$ cat src/rtl/pipe_pkg.sv
// pipe_pkg -- shared types and constants for the generic pipeline stage register.
//
// Contents:
//   pipe_state_t : occupancy state of a stage (EMPTY / FULL / SKID)
//   OCC_W        : width of the occupancy count output
package pipe_pkg;

    typedef enum logic [1:0] {
        EMPTY = 2'd0,
        FULL  = 2'd1,
        SKID  = 2'd2
    } pipe_state_t;

    localparam int OCC_W = 2;

endpackage

$ cat src/rtl/pipe_skid_buf.sv
// pipe_skid_buf -- second (skid) entry of a pipeline stage register.
// Catches the beat accepted in the cycle where the main entry stalls, so the
// upstream ready can be computed purely from registered state.
//
// Ports:
//   clk, rst_n      : clock, asynchronous active-low reset
//   clear           : synchronous clear of the entry (valid and ctrl zeroed)
//   load            : capture in_data/in_ctrl and mark the entry valid
//   in_data/in_ctrl : beat to capture
//   vld             : entry holds a beat
//   data/ctrl       : held beat; ctrl is zero whenever vld is zero
module pipe_skid_buf
    import pipe_pkg::*;
#(
    parameter int                DATA_W     = 256,
    parameter int                CTRL_W     = 4,
    parameter logic [DATA_W-1:0] RESET_DATA = '0
) (
    input  logic              clk,
    input  logic              rst_n,
    input  logic              clear,
    input  logic              load,
    input  logic [DATA_W-1:0] in_data,
    input  logic [CTRL_W-1:0] in_ctrl,
    output logic              vld,
    output logic [DATA_W-1:0] data,
    output logic [CTRL_W-1:0] ctrl
);

    logic              vld_q,  vld_d;
    logic [DATA_W-1:0] data_q, data_d;
    logic [CTRL_W-1:0] ctrl_q, ctrl_d;

    always_comb begin
        vld_d  = vld_q;
        data_d = data_q;
        ctrl_d = ctrl_q;
        if (clear) begin
            // Payload is left in place; only side-effect controls must die.
            vld_d  = 1'b0;
            ctrl_d = '0;
        end else if (load) begin
            vld_d  = 1'b1;
            data_d = in_data;
            ctrl_d = in_ctrl;
        end
    end

    always_ff @(posedge clk or negedge rst_n) begin
        if (!rst_n) begin
            vld_q  <= 1'b0;
            data_q <= RESET_DATA;
            ctrl_q <= '0;
        end else begin
            vld_q  <= vld_d;
            data_q <= data_d;
            ctrl_q <= ctrl_d;
        end
    end

    assign vld  = vld_q;
    assign data = data_q;
    assign ctrl = ctrl_q;

endmodule

$ cat src/rtl/pipe_stage_reg.sv
// pipe_stage_reg -- generic pipeline stage register with valid/ready handshake,
// synchronous flush and bubble masking of side-effect controls.
//
// Build option: define PIPE_SKID_EN to add a skid entry (pipe_skid_buf) and
// a three-state controller so in_ready is driven from registered state only.
// Without it the stage is a single entry whose in_ready follows out_ready.
//
// Ports:
//   clk, rst_n          : clock, asynchronous active-low reset
//   flush               : kill all held beats and any beat offered this cycle
//   in_valid/in_ready   : upstream handshake
//   in_data/in_ctrl     : upstream payload and side-effect controls
//   out_valid/out_ready : downstream handshake
//   out_data/out_ctrl   : held payload and controls (ctrl is 0 when invalid)
//   occupancy           : number of beats held (0..1, or 0..2 with skid)
module pipe_stage_reg
    import pipe_pkg::*;
#(
    parameter int                DATA_W     = 256,
    parameter int                CTRL_W     = 4,
    parameter logic [DATA_W-1:0] RESET_DATA = '0
) (
    input  logic              clk,
    input  logic              rst_n,
    input  logic              flush,
    input  logic              in_valid,
    output logic              in_ready,
    input  logic [DATA_W-1:0] in_data,
    input  logic [CTRL_W-1:0] in_ctrl,
    output logic              out_valid,
    input  logic              out_ready,
    output logic [DATA_W-1:0] out_data,
    output logic [CTRL_W-1:0] out_ctrl,
    output logic [OCC_W-1:0]  occupancy
);

    logic              accept;
    logic              drain;
    logic [DATA_W-1:0] main_data_q, main_data_d;
    logic [CTRL_W-1:0] main_ctrl_q, main_ctrl_d;

    assign accept = in_valid & in_ready;
    assign drain  = out_valid & out_ready;

`ifdef PIPE_SKID_EN

    pipe_state_t       state_q, state_d;
    logic              skid_load;
    logic              skid_clear;
    logic              skid_vld;
    logic [DATA_W-1:0] skid_data;
    logic [CTRL_W-1:0] skid_ctrl;

    // Both outputs come from registered state (plus flush), never out_ready.
    assign in_ready  = ~flush & (state_q != SKID);
    assign out_valid = (state_q != EMPTY);
    assign occupancy = OCC_W'(out_valid) + OCC_W'(skid_vld);

    always_comb begin
        state_d     = state_q;
        main_data_d = main_data_q;
        main_ctrl_d = main_ctrl_q;
        skid_load   = 1'b0;
        skid_clear  = 1'b0;
        if (flush) begin
            state_d     = EMPTY;
            main_ctrl_d = '0;
            skid_clear  = 1'b1;
        end else begin
            unique case (state_q)
                EMPTY: begin
                    if (accept) begin
                        main_data_d = in_data;
                        main_ctrl_d = in_ctrl;
                        state_d     = FULL;
                    end
                end
                FULL: begin
                    if (accept && drain) begin
                        main_data_d = in_data;
                        main_ctrl_d = in_ctrl;
                    end else if (accept) begin
                        // Main is stalled: the new (younger) beat waits behind it.
                        skid_load = 1'b1;
                        state_d   = SKID;
                    end else if (drain) begin
                        main_ctrl_d = '0;
                        state_d     = EMPTY;
                    end
                end
                SKID: begin
                    if (drain) begin
                        main_data_d = skid_data;
                        main_ctrl_d = skid_ctrl;
                        skid_clear  = 1'b1;
                        state_d     = FULL;
                    end
                end
                default: begin
                    main_ctrl_d = '0;
                    skid_clear  = 1'b1;
                    state_d     = EMPTY;
                end
            endcase
        end
    end

    always_ff @(posedge clk or negedge rst_n) begin
        if (!rst_n) begin
            state_q <= EMPTY;
        end else begin
            state_q <= state_d;
        end
    end

    pipe_skid_buf #(
        .DATA_W     (DATA_W),
        .CTRL_W     (CTRL_W),
        .RESET_DATA (RESET_DATA)
    ) u_skid (
        .clk     (clk),
        .rst_n   (rst_n),
        .clear   (skid_clear),
        .load    (skid_load),
        .in_data (in_data),
        .in_ctrl (in_ctrl),
        .vld     (skid_vld),
        .data    (skid_data),
        .ctrl    (skid_ctrl)
    );

`else

    logic main_vld_q, main_vld_d;

    // Combinational ready: a full entry can take a new beat while it drains.
    assign in_ready  = ~flush & (~main_vld_q | out_ready);
    assign out_valid = main_vld_q;
    assign occupancy = OCC_W'(main_vld_q);

    always_comb begin
        main_vld_d  = main_vld_q;
        main_data_d = main_data_q;
        main_ctrl_d = main_ctrl_q;
        if (flush) begin
            main_vld_d  = 1'b0;
            main_ctrl_d = '0;
        end else if (accept) begin
            main_vld_d  = 1'b1;
            main_data_d = in_data;
            main_ctrl_d = in_ctrl;
        end else if (drain) begin
            main_vld_d  = 1'b0;
            main_ctrl_d = '0;
        end
    end

    always_ff @(posedge clk or negedge rst_n) begin
        if (!rst_n) begin
            main_vld_q <= 1'b0;
        end else begin
            main_vld_q <= main_vld_d;
        end
    end

`endif

    // Main entry storage; ctrl is kept zero whenever the entry is empty.
    always_ff @(posedge clk or negedge rst_n) begin
        if (!rst_n) begin
            main_data_q <= RESET_DATA;
            main_ctrl_q <= '0;
        end else begin
            main_data_q <= main_data_d;
            main_ctrl_q <= main_ctrl_d;
        end
    end

    assign out_data = main_data_q;
    assign out_ctrl = main_ctrl_q;

endmodule
$ cat config.mk
export PLATFORM = sky130hd
export DESIGN_NAME = pipe_stage_reg
export DESIGN_NICKNAME = d
export VERILOG_FILES = /design/src/rtl/pipe_pkg.sv /design/src/rtl/pipe_skid_buf.sv /design/src/rtl/pipe_stage_reg.sv
export SDC_FILE = /design/constraint.sdc
export NUM_CORES = 1
export LEC_CHECK = 0
export BUFFER_PORTS_ARGS = -buffer_cell sky130_fd_sc_hd__buf_4
export CAP_MARGIN = 20
export CORE_AREA = 2 2 208 210
export CTS_BUF_LIST = sky130_fd_sc_hd__clkbuf_8
export DETAILED_ROUTE_END_ITERATION = 6
export DIE_AREA = 0 0 210 212
export GPL_TIMING_DRIVEN = 0
export SLEW_MARGIN = 25
export SYNTH_ARGS = -nofsm -noshare
export SYNTH_HDL_FRONTEND = slang
export SYNTH_SLANG_ARGS = --single-unit
export TNS_END_PERCENT = 100
$ cat constraint.sdc
create_clock -name clk -period 2.1 [get_ports clk]
set_clock_uncertainty 0.1 [all_clocks]
set_input_delay 0.315 -clock clk [delete_from_list [all_inputs] [get_ports clk]]
set_output_delay 0.315 -clock clk [all_outputs]
set_load 0.03 [all_outputs]
* Word-level counts from Yosys, hierarchy flattened
Index checks and enable logic that the tools add are counted.
Storage, ports and cells: flip-flop bits (word level) 261, output and inout port bits 264, word-level logic and storage cells 17
Operators by class: mux-type cells 6, bitwise gates (word level) 6, reductions and logical operators 2
Operators with widths (number):
- $mux W4 | 3
- $and A1 B1 Y1 | 3
- $mux W1 | 3
- $reduce_bool A3 Y1 | 1
- $not A1 Y1 | 2
- $reduce_and A2 Y1 | 1
- $or A1 B1 Y1 | 1

* Depth between registers and ports, before layout
depth in word-level cells 6, depth in mapped cells 6, gate-level depth less buffers 3

* Worst setup path after synthesis
OpenSTA, ideal clock, no wires.
kind register to register, start reg main_vld_q, in the netlist out_valid, end reg main_data_q[154], in the netlist out_data[154], setup time 0.125 ns, arrival time 1.709 ns, required time 1.875 ns, setup slack 0.166 ns, stages on the path, launching flop included 7, path buffers 3, path through dfrtp_1 > nor2b_1 > buf_2 > nor3b_4 > buf_4 > buf_4 > mux2_2
Between the ends: cells in the longest elaborated chain, start to end 5
Ends and longest elaborated chain:
- start: declaration | RTL line pipe_stage_reg.sv:134 | logic main_vld_q, main_vld_d;
- start signal: assignment | RTL line pipe_stage_reg.sv:162 | main_vld_q <= main_vld_d;
- $not A1 Y1 | RTL line pipe_stage_reg.sv:137 | assign in_ready = ~flush & (~main_vld_q | out_ready);
- $or A1 B1 Y1 | RTL line pipe_stage_reg.sv:137
- $and A1 B1 Y1 | RTL line pipe_stage_reg.sv:137
- $and A1 B1 Y1 | RTL line pipe_stage_reg.sv:42 | assign accept = in_valid & in_ready;
- $reduce_and A2 Y1 (no source line)
- end signal: assignment | RTL line pipe_stage_reg.sv:174 | main_data_q <= main_data_d;
- end: declaration | RTL line pipe_stage_reg.sv:39 | logic [DATA_W-1:0] main_data_q, main_data_d;
No other way between the ends. A chain may end at the register's enable or synchronous reset.

* Final worst setup path
start reg main_vld_q, in the netlist out_valid, end reg main_data_q[118], in the netlist out_data[118]
The elaborated chain is that of the path after synthesis.

==> summary.txt <==
Critical path
  – Reg2reg setup slack: 0.1 ns
  – Crit path launch: out_valid
  – Reg2reg path depth: 7
  – Worst Path Buf+Inv: 4
  – Critical path's slowest cell: dfrtp_2
  – CP Cell Sequence: nor2b_1 -> buf_2 -> nor3b_4 -> buf_12 -> buf_12 -> buf_6 -> mux2_1
  – Startpoint types: flop
  – CP Capture Point: out_data[118]
  – Most frequent CP cell: buf_12
  – Setup crit end kind: flop
  – Crit Path Category: flop to flop
  – Critical path data arrival time: 2.35 ns
  – Slowest Stage Delay on Critical Path: about 0.40 ns
  – Crit path required time: 2.45 ns
  – Crit Path Max Fanout: 10
  – CP Depth: 7
  – Worst r2r src: out_valid
  – Top delay family on crit path: buffers and inverters
  – Reg-to-Reg End: out_data[118]

Floorplan
  – Starting Density: 23.13%
  – Chip Height: 212 um
  – Row Count: 76
  – Num ports: 529
  – Core Box Area: 0.04251 mm^2
  – Die area: 0.04452 mm^2
  – Die width: 210 um

Finish
  – Commonest non-fill, non-tap cell in the layout: buf_4
  – Share of cells above drive strength 1: 45.81%
  – Diode count: 0
  – Final nets: 1683
  – Combined area of the multi-input logic cells: 0.003043 mm^2
  – Final core utilization: a little over two fifths
  – Layout area overhead: 85.66%
  – Finished Layout Cells: approximately 2k
  – Post-route design area: 0.01825 mm^2
  – Number of fillers in the final layout: ~3.8k
  – Reg area: 0.006533 mm^2
  – Commonest cells after routing, fill and taps aside: buf_4 (528), dlygate4sd3_1 (266), dfrtp_1 (260)

Synthesis
  – Post-synthesis sequential area ratio: 66.44%
  – Largest area contributor in the netlist: dfrtp_1
  – Syn_area_per_cell: 17.19 um^2
  – Synth Area in Simple Gates: 0.6236%
  – Post-Synth XOR/XNOR Area: 0%
  – Count of cell types in the netlist: 14
  – Ys Warns: 0
  – Post-synth top area share: 66.44%
  – Syn Inst Count: 572
  – Top cells by area, synth: dfrtp_1 (66%), mux2_1 (26%), mux2_2 (3.7%)
  – Mapped cell area: 0.009831 mm^2
  – Adder-cell share of the synthesized area: 0%
  – Largest family of logic cells by synthesized area: multiplexers
  – Mux share of post-synthesis cell area: 29.73%
  – Register bit total from synthesis: 261
  – Synth Area in Compound Gates: 0.5600%
  – Syn nets: 837

STA
  – F_max: ~0.50 GHz
  – Worst-margin pin slew: 0.6934 ns
  – Rel. slew slack: 53.77%
  – Setup_tns: 0 ns
  – Slew Viols, Final: 0
  – Setup violators final: 0
  – Hold Vio Cnt, Final: 0
  – Fin Hold WS: 0.1519 ns
  – Final min period: 2.003 ns
  – Unrepaired setup endpoints after global routing: false
  – Fin worst setup slack: 0.09664 ns
  – Final worst-path cycle share: a little over nine tenths

Power
  – Design Power: 15.87 mW
  – Static Leak: 8.570 nW
  – Pwr Density: 869.3 mW/mm^2
  – Worst vdd ir: 661.2 uV

Global routing
  – Largest net degree at the start of global routing: 91
  – Vias in the first global route: between 9k and 10k
  – GR Overflow Total: 0
  – Initial antenna violation count: 0
  – Gr usage total: between 10 and 15%
  – First-pass GRT wire length: 50.01 mm

Routing
  – Drt first pass iters: 4
  – Vias per cell: between 4 and 5
  – Routed WL: approximately 34 mm
  – Wire per inst: 16.83 um
  – DR vias: 8096
  – DRC violations left: 0
  – Iter 0 DRT Violations: 248
  – Routed Antenna Nets: 0

Clocking
  – CTS tree: yes
  – Total CTS buffers: 45
  – Htree depth: 2
  – CTS clk-pin slew, worst paths: 0.06 ns
  – Worst skew pair latency: around 0.57 ns
  – Max clock buf depth: 3
  – Root Buffer: clkbuf_8
  – Num Clock Sinks: 261

Placed design
  – Detail Placement HPWL: 22.61 mm
  – Buffers on Ports: 525
  – Placed cell areas: approximately 0.015 mm^2
  – Pre-CTS WS: -0.2902 ns
  – Inst Count DP: 1645
  – Gp weighted congestion: 0.7557

Hold path
  – Hold crit path type: input port to flop
  – Hold Crit Start: out_ready

Run status
  – Status: finished clean

Flow run
  – Maxcap violations: 0
[sequential cells by signal (all words and copies together), names as in the netlist]
register   flops
out_data     256
out_ctrl       4
out_valid      1
[cell usage after synthesis]
| library cell | number |
|---|---|
| buf_4 | 24 |
| a21oi_1 | 4 |
| buf_6 | 5 |
| buf_2 | 4 |
| or2_2 | 4 |
| mux2i_1 | 4 |
| mux2_1 | 224 |
| conb_1 | 1 |
| nor2_1 | 3 |
| nor2b_1 | 1 |
| dfrtp_1 | 261 |
| a32oi_1 | 4 |
| nor3b_4 | 1 |
| mux2_2 | 32 |
[cell type report]
class	instances	share of cell area, %
multi-input combinational	278	16.67
tap	546	3.743
sequential	261	35.79
timing repair buffer	799	37.14
clock buffer	54	4.072
buffer	33	2.125
clock inverter	20	0.4525
[repair_timing]
item | CTS | global route
setup buffers | 1 | 2
resized for setup | 16 | 23
pin swaps | 1 | 1
setup endpoints to repair | 240 | 245
gates cloned | 1 | 2
hold endpoints to repair | 347 | 0
hold buffers | 266 | 0
[report_power, final]
part	switching, mW	internal (mW)
combinational	2.89	2.31
clock	2.02	2.30
sequential	0.459	5.89
total	5.37	10.5
[how the worst min path moves through the flow]
stage,endpoint,cells after the start
global placement,out_data[223],1
global route,out_valid,5
detailed placement,out_data[69],1
floorplan,out_ctrl[0],0
finish,out_valid,5
CTS,out_valid,5
[tightest hold or removal path, stage by stage]
cell and delay (ns):
buf_4 0.12, nor2b_1 0.04, buf_2 0.17, nor2_1 0.10, nor2_1 0.04
[kinds of logic (layout without fill, tap and decap cells)]
kind of cell | Yosys count | count (layout)
other cells | 1 | 1
compound gates | 8 | 8
simple gates | 9 | 9
mux | 260 | 260
flops | 261 | 261
buf+inv | 33 | 906
[routing by layer]
layer	GRT usage, %	vias up	part of all wire, %	routed length (um)
li1	-	3708	-	-
met1	15.75	3965	39	13000
met2	25.84	358	51	16930
met3	5.052	65	7.7	2577
met4	5.576	0	3.0	1005
met5	0	-	0	0
No activity file was read; power rests on OpenSTA's default activity.
